`src/rtl/ifmap_stream_loader.sv`:
```
// Stream-to-SRAM loader for the ifmap scratchpad: writes a valid/ready word stream into a
// circular buffer and tracks occupancy against entries released by the address generator.
module ifmap_stream_loader #(
    parameter int unsigned ADDR_WIDTH = 4,
    parameter int unsigned DATA_WIDTH = 32,
    parameter int unsigned LEN_WIDTH  = 16
) (
    input  logic                  clk,
    input  logic                  rst,
    input  logic                  start,
    input  logic [LEN_WIDTH-1:0]  len,
    input  logic [DATA_WIDTH-1:0] in_data,
    input  logic                  in_valid,
    output logic                  in_ready,
    // "release" is a reserved word, hence the suffix
    input  logic                  release_req,
    output logic [ADDR_WIDTH-1:0] sram_waddr,
    output logic [DATA_WIDTH-1:0] sram_din,
    output logic                  sram_wen,
    output logic                  sram_cen,
    output logic [ADDR_WIDTH-1:0] rd_ptr,
    output logic [ADDR_WIDTH:0]   count,
    output logic                  full,
    output logic                  empty,
    output logic                  done
);

    typedef enum logic [1:0] {
        IDLE,
        LOAD,
        FIN
    } state_t;

    localparam logic [ADDR_WIDTH:0] DEPTH = {1'b1, {ADDR_WIDTH{1'b0}}};

    state_t                state;
    state_t                state_next;
    logic [ADDR_WIDTH-1:0] wr_ptr;
    logic [LEN_WIDTH-1:0]  words;
    logic                  accept;
    logic                  rel_ok;

    assign full     = (count == DEPTH);
    assign empty    = (count == '0);
    assign in_ready = (state == LOAD) && !full;
    assign accept   = in_valid && in_ready;
    assign rel_ok   = release_req && !empty;
    assign sram_cen = sram_wen;
    assign done     = (state == FIN);

    always_comb begin
        state_next = state;
        case (state)
            IDLE: begin
                if (start) begin
                    state_next = (len != '0) ? LOAD : FIN;
                end
            end
            LOAD: begin
                if (accept && (words == LEN_WIDTH'(1))) begin
                    state_next = FIN;
                end
            end
            FIN:     state_next = IDLE;
            default: state_next = IDLE;
        endcase
    end

    always_ff @(posedge clk) begin
        if (rst) begin
            state      <= IDLE;
            wr_ptr     <= '0;
            rd_ptr     <= '0;
            count      <= '0;
            words      <= '0;
            sram_wen   <= 1'b0;
            sram_waddr <= '0;
            sram_din   <= '0;
        end else begin
            state    <= state_next;
            sram_wen <= accept;
            if (accept) begin
                sram_waddr <= wr_ptr;
                sram_din   <= in_data;
                wr_ptr     <= wr_ptr + 1'b1;
            end
            if (rel_ok) begin
                rd_ptr <= rd_ptr + 1'b1;
            end
            if (accept && !rel_ok) begin
                count <= count + 1'b1;
            end else if (!accept && rel_ok) begin
                count <= count - 1'b1;
            end
            if ((state == IDLE) && start) begin
                words <= len;
            end else if (accept) begin
                words <= words - 1'b1;
            end
        end
    end

endmodule
```
`config.mk`:
```
export PLATFORM = sky130hd
export DESIGN_NAME = ifmap_stream_loader
export DESIGN_NICKNAME = d
export VERILOG_FILES = /design/src/rtl/ifmap_stream_loader.sv
export SDC_FILE = /design/constraint.sdc
export NUM_CORES = 1
export LEC_CHECK = 0
export BUFFER_PORTS_ARGS = -buffer_cell sky130_fd_sc_hd__buf_2
export CAP_MARGIN = 15
export CORE_ASPECT_RATIO = 0.5
export CORE_MARGIN = 2
export CORE_UTILIZATION = 45
export DETAILED_ROUTE_END_ITERATION = 8
export GPL_TIMING_DRIVEN = 0
export PLACE_DENSITY = 0.76
export SLEW_MARGIN = 0
export SYNTH_ARGS = -nofsm -noshare
export SYNTH_HDL_FRONTEND = slang
export SYNTH_SLANG_ARGS = --single-unit
```
`constraint.sdc`:
```
create_clock -name clk -period 3.2 [get_ports clk]
set_clock_uncertainty 0.15 [all_clocks]
set_input_delay 0.64 -clock clk [delete_from_list [all_inputs] [get_ports clk]]
set_output_delay 0.64 -clock clk [all_outputs]
set_load 0.05 [all_outputs]
```
Yosys cells after proc, flatten, opt, wreduce, memory -nomap -nowiden
Index checks and enable logic that the tools add are counted.
{ "totals": {"ff_bits": 68, "wordCells": 44, "out_inout_bits": 51, "in_bits": 53} }
{ "op_classes": {"eq_ne": 6, "addsub": 5, "muxes": 8, "n_reduce_logical": 17} }
{ "op_table": {"columns": ["op", "n"], "rows": [
  ["two-way mux 16 bit", 2],
  ["equality test 16 x 1 -> 1 bit, second input constant", 1],
  ["nonzero test 16 bit", 1],
  ["subtractor 16 x 1 -> 16 bit, second input constant", 1],
  ["two-way mux 5 bit", 2],
  ["adder 4 x 1 -> 4 bit, second input constant", 2],
  ["logical AND 1 bit", 7],
  ["two-way mux 2 bit", 3],
  ["adder 5 x 1 -> 5 bit, second input constant", 1],
  ["equality test 5 bit, second input constant", 1],
  ["zero test 5 bit", 1],
  ["subtractor 5 x 1 -> 5 bit, second input constant", 1],
  ["zero test 1 bit", 4],
  ["case mux 2 bit (2 select lines)", 1],
  ["nonzero test 2 bit", 2],
  ["equality test 2 x 1 -> 1 bit, second input constant", 1],
  ["equality test 2 bit, second input constant", 1],
  ["zero test 2 bit", 1],
  ["inequality test 2 x 1 -> 1 bit, second input constant", 1],
  ["inequality test 2 bit, second input constant", 1],
  ["AND reduction 2 bit", 1]
]} }

Logic depth before layout (Yosys ltp)
Gate-level depths: netlist (run 1).
{ "logic_depth": {"ltp_word": 8, "mapped_depth": 11, "mapped_depth_nobuf": 10} }

Least setup slack after synthesis (run 1)
No wires, ideal clock.
{ "synth_timing": {"path_kind": "flip-flop to flip-flop", "start": "register count[0]", "end": "register count[4]", "setup_time_ps": 121, "path_slack_ps": -194, "n_path_buf": 1, "t_required_ps": 2929, "period_less_slack_ps": 3394, "stages_incl_launch_ff": 12, "t_arrival_ps": 3123, "cell_sequence": "dfxtp_1 -> nor4_2 -> a21o_1 -> inv_2 -> buf_1 -> ha_1 -> inv_1 -> fa_1 -> a21o_1 -> a21oi_1 -> mux2i_1 -> mux2_2"} }
{ "synth_via": {"elab_chain_len": 7, "word_cells_on_any_way": 16, "cone_classes": "add/sub: 2; eq/ne: 1; mux: 2; reduce/logical: 11"} }
{ "synth_lines": {"columns": ["item", "line", "source"], "rows": [
  ["from (decl)", "22", "output logic [ADDR_WIDTH:0] count,"],
  ["from (signal assigned)", "91", "count <= count + 1'b1;"],
  ["from (signal assigned)", "93", "count <= count - 1'b1;"],
  ["equality test 5 bit (*)", "43", "assign full = (count == DEPTH);"],
  ["zero test 1 bit (*)", "45", "assign in_ready = (state == LOAD) && !full;"],
  ["logical AND 1 bit (*)", "45", null],
  ["logical AND 1 bit (*)", "46", "assign accept = in_valid && in_ready;"],
  ["via accept", "40", "logic accept;"],
  ["zero test 1 bit", "92", "end else if (!accept && rel_ok) begin"],
  ["logical AND 1 bit", "92", null],
  ["nonzero test 2 bit (no line)", null, null]
]} }
The timed path passes the listed nets; every way through them passes the cells marked *. The select of a mux whose other input is x is not followed.
A chain may end at the register's enable or synchronous reset.

Worst setup path after layout (run 1)
{ "layout_timing": {"start": "register count[0]", "end": "register count[4]"} }
{ "layout_via": {"elab_chain_len": 7, "word_cells_on_any_way": 16, "cone_classes": "add/sub: 2; eq/ne: 1; mux: 2; reduce/logical: 11"} }
{ "layout_lines": {"columns": ["item"], "rows": [
  ["branches (longest 7 deep; another with subtractor 5 x 1 -> 5 bit)"]
]} }
Several ways; the timed one is not identified. The select of a mux whose other input is x is not followed.

==> results.json, run 1 <==
{
  "status": "finished, final reports clean",
  "grt_usage_pct": 22.4,
  "cpPeakStageDelay_ns": 0.58,
  "r2r-start": "count[0]",
  "n_antenna_cell": 0,
  "cp_data_required_time_ns": 3.27,
  "clock_path_buffers": 2,
  "cp_num_buf_inv": 1,
  "cp_top_family": "simple AND/OR/NAND/NOR gates",
  "cts_root_buffer": "clkbuf_16",
  "grt_pass1_vias": 2889,
  "hold_path_depth": 2,
  "nets": 548,
  "overflow": 0,
  "start_util_pct": 46.2,
  "via_per_inst": 5.27,
  "max-cap-violations": 0,
  "clock_latency_ns": 0.33,
  "cts_made_buffers": 9,
  "dp.cells": 565,
  "startpoint_type": "flip-flop",
  "htree_levels": 3,
  "reg2reg_slack_ns": 0.15,
  "ctsHoldBuffers": 0,
  "synth_cell_types": 54,
  "dp.final_hpwl_mm": 5.77,
  "drc_errors": 0,
  "whs_endpoint": "sram_din[18]",
  "die_y_um": 62.4,
  "gp_congestion": 0.955,
  "worst_slew_pin_slew_ns": 1.01,
  "path_cells": "or4_4, o21ai_4, ha_2, inv_1, fa_2, a21o_1, a21oi_1, mux2i_1, mux2_2",
  "port-buffer-count": 102,
  "reg2reg_to": "count[4]",
  "crit_slowest_cell": "or4_4",
  "fin_util_pct": 61.0,
  "netlist_area_sq_um": 3070,
  "drive_above_1_share_pct": 30.1,
  "ys_ff_latch": 68,
  "cp.arrival_ns": 3.11,
  "synth_area_leaders": "dfxtp_1, nand2_1, a21oi_1",
  "synth_cells": 371,
  "nFillCells": 603,
  "first_pass_iters": 4,
  "power.density_nw_per_um2": 752,
  "yosysSeqAreaShare_pct": 44.3,
  "wl_per_cell_um": 13.8,
  "stdcell_count": 583,
  "crit_path_end_kind": "flip-flop",
  "io_pins": 104,
  "leakage_nw": 1.75,
  "clock_sinks": 68,
  "synthArstFlopShare_pct": 0,
  "grt_setup_unrepaired": "false",
  "dieArea_sq_um": 7540,
  "synth_warnings": 0,
  "drt_iter0_markers": 116,
  "cts_tree": "built",
  "setup_viol": 0,
  "ant_nets": 0,
  "grt_pass1_wl_mm": 13.4,
  "antenna_found_initial": 0,
  "hold_path_class": "reg2reg",
  "finalCritPeriodShare_pct": 95.2,
  "yosys.area.top_type": "dfxtp_1",
  "min_period_ns": 3.05,
  "whs_ns": 0.300,
  "core_area_sq_um": 6650,
  "drt_wl_total_mm": 8.05,
  "relSlewSlack_pct": 32.3,
  "yosysTopAreaCellShare_pct": 44.3,
  "hold_viol": 0,
  "die_w_um": 121,
  "rows": 21,
  "synth-edff-count": 0,
  "ir_worst_vdd_mv": 0.319,
  "postSynthAreaPerCell_sq_um": 8.28,
  "grt_max_degree": 20,
  "syn_nets": 433,
  "path_class": "reg2reg",
  "fmax_mhz": 328,
  "min_from": "sram_din[18]",
  "clkTransAtPathRegs_ns": 0.06,
  "area_growth_pct": 32.1,
  "vias": 3075,
  "critical_path_peak_fanout": 6,
  "synth_ff_type": "dfxtp_1",
  "maxSlewViolCount": 0,
  "reg2regPathDepth": 9
}
[worst min-delay path, stage by stage (launching register included)]
cell,delay (ns)
dfxtp_1,0.30
nand2_1,0.05
a21oi_1,0.05
[metrics by stage]
| stage | setup TNS (ns) | worst slack (ns) | power (mW) | instance area, sq um |
|---|---|---|---|---|
| final | 0 | 0.155 | 3.05 | 4060 |
| after global placement | -0.413 | -0.413 | 1.98 | 3700 |
| after CTS | 0 | 0.00755 | 3.03 | 4030 |
| after floorplan | 0 | 0.0479 | 1.77 | 3080 |
| after global routing | 0 | 0.0240 | 3.22 | 4060 |
| after detailed placement | -0.463 | -0.463 | 2.00 | 3700 |
[cell families after synthesis]
family / count (synthesis) / synth area share (%)
fa+ha+maj: 9 / 3.91
flops: 68 / 44.3
buf+inv: 35 / 4.68
xor+xnor: 9 / 2.57
mux: 7 / 2.32
simple gates: 149 / 22.7
compound gates: 94 / 19.5
[per-layer routing]
metal | vias to the layer above | GRT usage, % | part of all wire (%)
met5 | - | 0 | 0
met3 | 13 | 5.75 | 5.5
met2 | 86 | 36.4 | 47
met4 | 0 | 8.87 | 1.8
li1 | 1544 | - | -
met1 | 1432 | 28.7 | 46
[repair_timing]
action	in CTS	in global routing
setup endpoints to repair	1	1
setup buffers	2	1
pin swaps	3	1
gates resized for setup	2	8
[synthesized netlist by cell type (6+ instances only)]
cell / number
nor4_1: 9
nor2_1: 19
a21oi_1: 49
xor2_1: 6
inv_1: 8
ha_1: 8
mux2i_1: 6
nand2_1: 84
or4_1: 6
clkbuf_1: 15
buf_2: 7
dfxtp_1: 68
[layout by cell type (no fill, tap or decap), types with 4 or more instances in the layout]
cell and count:
or4_1 5, buf_2 109, ha_1 7, a211oi_1 4
xor2_1 6, mux2i_1 6, clkbuf_1 15, nor4_1 9
a31oi_1 4, buf_4 4, dfxtp_2 4, a21oi_1 49
nand3b_1 5, clkbuf_16 9, nand3_1 5, inv_1 8
nand2_1 84, dfxtp_1 64, nor2_1 19
[report_power, final]
group	internal [mW]	leakage (nW)	switching (mW)	total, mW
registers	0.937	0.556	0.0929	1.03
clock network	0.642	0.149	0.350	0.992
logic	0.356	1.05	0.674	1.03
total	1.94	1.75	1.12	3.05
[state kept, by name, indices dropped and copies added, names as in the netlist]
signal,count
count,5
rd_ptr,4
sram_cen,1
sram_din,32
sram_waddr,4
state,2
words,16
wr_ptr,4
[layout make-up]
class	count	area [sq um]	share of cell area, %
plain buffers	25	108	2.65
clock inverters	4	47.5	1.17
flip-flops and latches	68	1370	33.7
well taps	92	115	2.84
clock buffers	12	256	6.32
multi-input cells	268	1600	39.3
inverters	9	36.3	0.894
repair buffers	105	533	13.1
[worst max path at each step]
stage / startpoint / endpoint / depth (start not counted)
CTS: count[4] / count[4] / 10
finish: count[0] / count[4] / 9
global placement: in_valid / count[4] / 12
detailed placement: in_valid / count[4] / 12
floorplan: count[4] / count[4] / 11
global route: count[0] / count[4] / 9
Note: power is estimated with default switching activity, not from simulation.
==> inputs of run 2 (changes only) <==
--- a/config.mk
+++ b/config.mk
@@ -13,6 +13,8 @@
 export DETAILED_ROUTE_END_ITERATION = 8
 export GPL_TIMING_DRIVEN = 0
 export PLACE_DENSITY = 0.76
+export REMOVE_ABC_BUFFERS = 1
+export SKIP_CTS_REPAIR_TIMING = 1
 export SLEW_MARGIN = 0
 export SYNTH_ARGS = -nofsm -noshare
 export SYNTH_HDL_FRONTEND = slang
==> run 2 against run 1 <==
Setup slack lost 0.052 ns. Routed wire length shrank 1.4%. Sequential cell count is the same. Cell area shrank 0.59%. First-iteration DRC count grew 75%. Sequential power is essentially flat. Combinational power is essentially flat. Clock-buffer cell count grew 1. Die area is the same. Clock power shrank 4.6%. Critical path type unchanged. Critical endpoint unchanged.
==> results.json, run 2 (synthesized netlist as in run 1, its figures left out) <==
{
  "io_pins": 104,
  "hold_viol": 0,
  "reg2reg_to": "count[4]",
  "grt_max_degree": 53,
  "core_area_sq_um": 6650,
  "final_common_cell": "buf_2",
  "gp_congestion": 0.819,
  "cts_tree": "built",
  "status": "finished, final reports clean",
  "clock_latency_ns": 0.33,
  "wl_per_cell_um": 14.0,
  "power.density_nw_per_um2": 758,
  "r2r-start": "count[0]",
  "clock_sinks": 68,
  "top_regs": "sram_din: 32 flops, words: 16 flops, count: 5 flops",
  "setup_slack_ns": 0.102,
  "critical_path_peak_fanout": 6,
  "dieArea_sq_um": 7540,
  "crit_path_start": "count[0]",
  "nets": 532,
  "overflow": 0,
  "via_per_inst": 5.33,
  "cp.arrival_ns": 3.16,
  "hold_path_class": "reg2reg",
  "max-cap-violations": 0,
  "vias": 3017,
  "first_pass_iters": 4,
  "startpoint_type": "flip-flop",
  "clock_path_buffers": 2,
  "mostFrequentLayoutCells": "buf_2, nand2_1, dfxtp_1",
  "grt_pass1_wl_mm": 11.9,
  "ant_nets": 0,
  "drt_iter0_markers": 203,
  "grt_usage_pct": 19.6,
  "dp.cells": 541,
  "rows": 21,
  "antenna_found_initial": 0,
  "top_register": "sram_din",
  "path_class": "reg2reg",
  "maxSlewViolCount": 0,
  "fmax_mhz": 323,
  "dp.final_hpwl_mm": 4.76,
  "cts_made_buffers": 9,
  "cp-endpoint": "count[4]",
  "ir_worst_vdd_mv": 0.516,
  "htree_levels": 3,
  "reg2reg_slack_ns": 0.10,
  "cts_root_buffer": "clkbuf_16",
  "stdcell_count": 566,
  "area_growth_pct": 31.3,
  "relSlewSlack_pct": 18.6,
  "die_w_um": 121,
  "drc_errors": 0,
  "setup_viol": 0,
  "cp_data_required_time_ns": 3.26,
  "drive_above_1_share_pct": 30.4,
  "grt_pass1_vias": 2664,
  "n_antenna_cell": 0,
  "largest_reg_flops": 32,
  "dp_slack_ns": -1.23,
  "crit_path_end_kind": "flip-flop",
  "drt_wl_total_mm": 7.94,
  "finalCritPeriodShare_pct": 96.8,
  "reg2regPathDepth": 9,
  "fin_util_pct": 60.7,
  "die_y_um": 62.4,
  "min_period_ns": 3.10,
  "clkTransAtPathRegs_ns": 0.05,
  "start_util_pct": 46.2,
  "worst_slew_pin_slew_ns": 1.22,
  "leakage_nw": 1.75,
  "port-buffer-count": 103
}
[run 2: power by group]
| part | internal [mW] | switching, mW | total [mW] |
|---|---|---|---|
| logic | 0.372 | 0.683 | 1.06 |
| registers | 0.936 | 0.119 | 1.06 |
| clock network | 0.618 | 0.327 | 0.946 |
| total | 1.93 | 1.13 | 3.06 |
[run 2: cell type report]
type                       instances  area [sq um]
fill                             594          2610
multi-input combinational        270          1620
sequential                        68          1360
timing repair buffer             112           596
clock buffer                      13           250
tap                               92           115
inverter                           9          50.0
clock inverter                     2          35.0
[run 2: layer usage]
layer  share of wire, %  GRT usage (%)  vias to the layer above
li1                   -              -                     1511
met1                 48           24.5                     1383
met2                 44           31.6                      108
met3                6.7           6.57                       15
met4                1.5           7.27                        0
met5                  0              0                        -
[run 2: stage by stage]
| stage | total power [mW] | hold WS [ns] | instance area (sq um) | setup TNS [ns] |
|---|---|---|---|---|
| after floorplan | 1.73 | 0.288 | 2960 | -3.31 |
| after CTS | 2.92 | 0.301 | 3900 | -4.04 |
| after global routing | 3.22 | 0.319 | 4030 | -0.0506 |
| after global placement | 1.95 | 0.289 | 3590 | -31.80 |
| final | 3.06 | 0.299 | 4030 | 0 |
| after detailed placement | 1.96 | 0.294 | 3620 | -3.90 |
[run 2: worst min path at each step]
stage	from	end	slack (ns)	depth (start not counted)
2_1_floorplan	wr_ptr[3]	sram_waddr[3]	0.29	2
3_3_place_gp	sram_waddr[2]	sram_waddr[2]	0.29	2
3_5_place_dp	sram_din[14]	sram_din[14]	0.29	2
4_1_cts	sram_din[8]	sram_din[8]	0.30	2
5_1_grt	sram_din[16]	sram_din[16]	0.32	2
6_report	sram_din[8]	sram_din[8]	0.30	2
[run 2: critical path, cell delays in order (launching register included)]
cell	delay, ns
dfxtp_2	0.37
or4_4	0.59
o21ai_4	0.18
ha_1	0.19
inv_1	0.10
fa_1	0.42
a21o_1	0.22
a21oi_2	0.16
mux2i_1	0.25
mux2_2	0.35
==> inputs of run 3 (changes only) <==
--- a/config.mk
+++ b/config.mk
@@ -12,7 +12,7 @@
 export CORE_UTILIZATION = 45
 export DETAILED_ROUTE_END_ITERATION = 8
 export GPL_TIMING_DRIVEN = 0
-export PLACE_DENSITY = 0.76
+export PLACE_DENSITY = 0.81
 export REMOVE_ABC_BUFFERS = 1
 export SKIP_CTS_REPAIR_TIMING = 1
 export SLEW_MARGIN = 0
==> constraint.sdc (replaced) <==
create_clock -name clk -period 3.2 [get_ports clk]
set_clock_uncertainty 0.15 [all_clocks]
set_input_delay 0.48 -clock clk [delete_from_list [all_inputs] [get_ports clk]]
set_output_delay 0.48 -clock clk [all_outputs]
set_load 0.05 [all_outputs]
==> run 3 against run 2 <==
Non-clock buffer count up 1. Clock-buffer cell count is 1 lower. Setup slack better by 0.033 ns. Critical endpoint unchanged. Largest power group is now the clock network. Highest routed layer unchanged.
==> results.json, run 3 (synthesized netlist as in run 1, its figures left out) <==
{
  "finalCritPeriodShare_pct": 95.8,
  "final_area_sq_um": 4110,
  "gp_congestion": 0.804,
  "worst_slew_pin_slew_ns": 1.19,
  "dp.final_hpwl_mm": 4.82,
  "internal_power_mw": 2.11,
  "core_area_sq_um": 6650,
  "final_common_cell": "buf_2",
  "grt_pass1_wl_mm": 11.9,
  "drt_iter0_markers": 284,
  "grt_usage_pct": 19.0,
  "maxSlewViolCount": 0,
  "clock_path_buffers": 2,
  "antenna_found_initial": 0,
  "whs_ns": 0.246,
  "relSlewSlack_pct": 20.3,
  "die_w_um": 121,
  "die_y_um": 62.4,
  "drc_errors": 0,
  "grt_max_degree": 52,
  "area_growth_pct": 33.7,
  "nets": 533,
  "vias": 3057,
  "largest_reg_flops": 32,
  "n_antenna_cell": 0,
  "leakage_nw": 1.79,
  "port-buffer-count": 103,
  "p_switching_mw": 1.16,
  "cts_tree": "built",
  "wl_per_cell_um": 14.3,
  "clock_sinks": 68,
  "dp.cells": 541,
  "regArea_sq_um": 1360,
  "ir_worst_vdd_mv": 0.413,
  "critical_path_peak_fanout": 6,
  "dieArea_sq_um": 7540,
  "top_regs": "sram_din: 32 flops, words: 16 flops, count: 5 flops",
  "fin_util_pct": 61.8,
  "nFillCells": 580,
  "grt_pass1_vias": 2651,
  "hold_path_class": "in2reg",
  "pwr-share-comb_pct": 32.9,
  "mostFrequentLayoutCells": "buf_2, nand2_1, dfxtp_1",
  "switching_share_pct": 35.5,
  "drive_above_1_share_pct": 30.9,
  "startpoint_type": "flip-flop",
  "cts_made_buffers": 9,
  "max-cap-violations": 0,
  "crit_path_end_kind": "flip-flop",
  "rows": 21,
  "io_pins": 104,
  "top_register": "sram_din",
  "seqPwrFrac_pct": 32.2,
  "multi_input_area_sq_um": 1620,
  "first_pass_iters": 4,
  "ant_nets": 0,
  "overflow": 0,
  "fmax_mhz": 326,
  "cp_data_required_time_ns": 3.26,
  "stdcell_count": 568,
  "clkTransAtPathRegs_ns": 0.06,
  "setup_viol": 0,
  "path_class": "reg2reg",
  "clkPwrFrac_pct": 35.0,
  "reg2regPathDepth": 9,
  "cts_root_buffer": "clkbuf_16",
  "power.density_nw_per_um2": 796,
  "clock_latency_ns": 0.32,
  "hold_viol": 0,
  "placed_area_sq_um": 3620,
  "drt_wl_total_mm": 8.11,
  "htree_levels": 3,
  "start_util_pct": 46.2,
  "min_period_ns": 3.06,
  "cp.arrival_ns": 3.12,
  "via_per_inst": 5.38,
  "hold_path_depth": 3,
  "status": "finished, final reports clean"
}
## run 3: cell count changes in the layout (fill, tap and decap cells not counted), sizes merged
cell and delta:
clkbuf -1, buf +1, bufinv +2
## run 3: final timing paths
kind / start / slack [ns] / end
max: count[1] / 0.14 / count[4]
min: in_data[27] / 0.25 / sram_din[27]
max reg2reg: count[1] / 0.14 / count[4]
min reg2reg: sram_din[21] / 0.30 / sram_din[21]
## run 3: metal layers
| layer | track usage, % | share of wire (%) | vias to the layer above |
|---|---|---|---|
| li1 | - | - | 1516 |
| met1 | 24.5 | 45 | 1413 |
| met2 | 32.0 | 46 | 109 |
| met3 | 4.38 | 7.2 | 19 |
| met4 | 5.67 | 1.7 | 0 |
| met5 | 0 | 0 | - |
## run 3: power groups by stage
stage,logic [mW],registers (mW),clock network [mW]
floorplan,0.491,1.24,0
global placement,0.898,1.04,0
detailed placement,0.924,1.05,0
CTS,0.931,1.03,1.15
global route,1.15,1.07,1.19
finish,1.08,1.05,1.14
## run 3: layout make-up
type / count / area share [%]
multi-input cells: 270 / 39.5
flip-flops and latches: 68 / 33.2
repair buffers: 113 / 14.7
clock buffers: 12 / 6.25
well taps: 92 / 2.80
clock inverters: 4 / 2.32
inverters: 9 / 1.22
## run 3: per-stage QoR
step                      TNS [ns]  total power [mW]  setup WS (ns)
after detailed placement     -4.10              1.97          -1.29
after floorplan              -3.31              1.73          -1.11
final                            0              3.27          0.135
after global routing      -0.00506              3.42       -0.00506
after CTS                    -4.22              3.11          -1.32
after global placement      -28.61              1.94          -1.95
## run 3: critical path: stages, from the launching register on
cell	delay, ns
dfxtp_1	0.38
or4_4	0.58
o21ai_4	0.18
ha_1	0.19
inv_1	0.11
fa_1	0.42
a21o_1	0.21
a21oi_2	0.17
mux2i_1	0.21
mux2_2	0.35
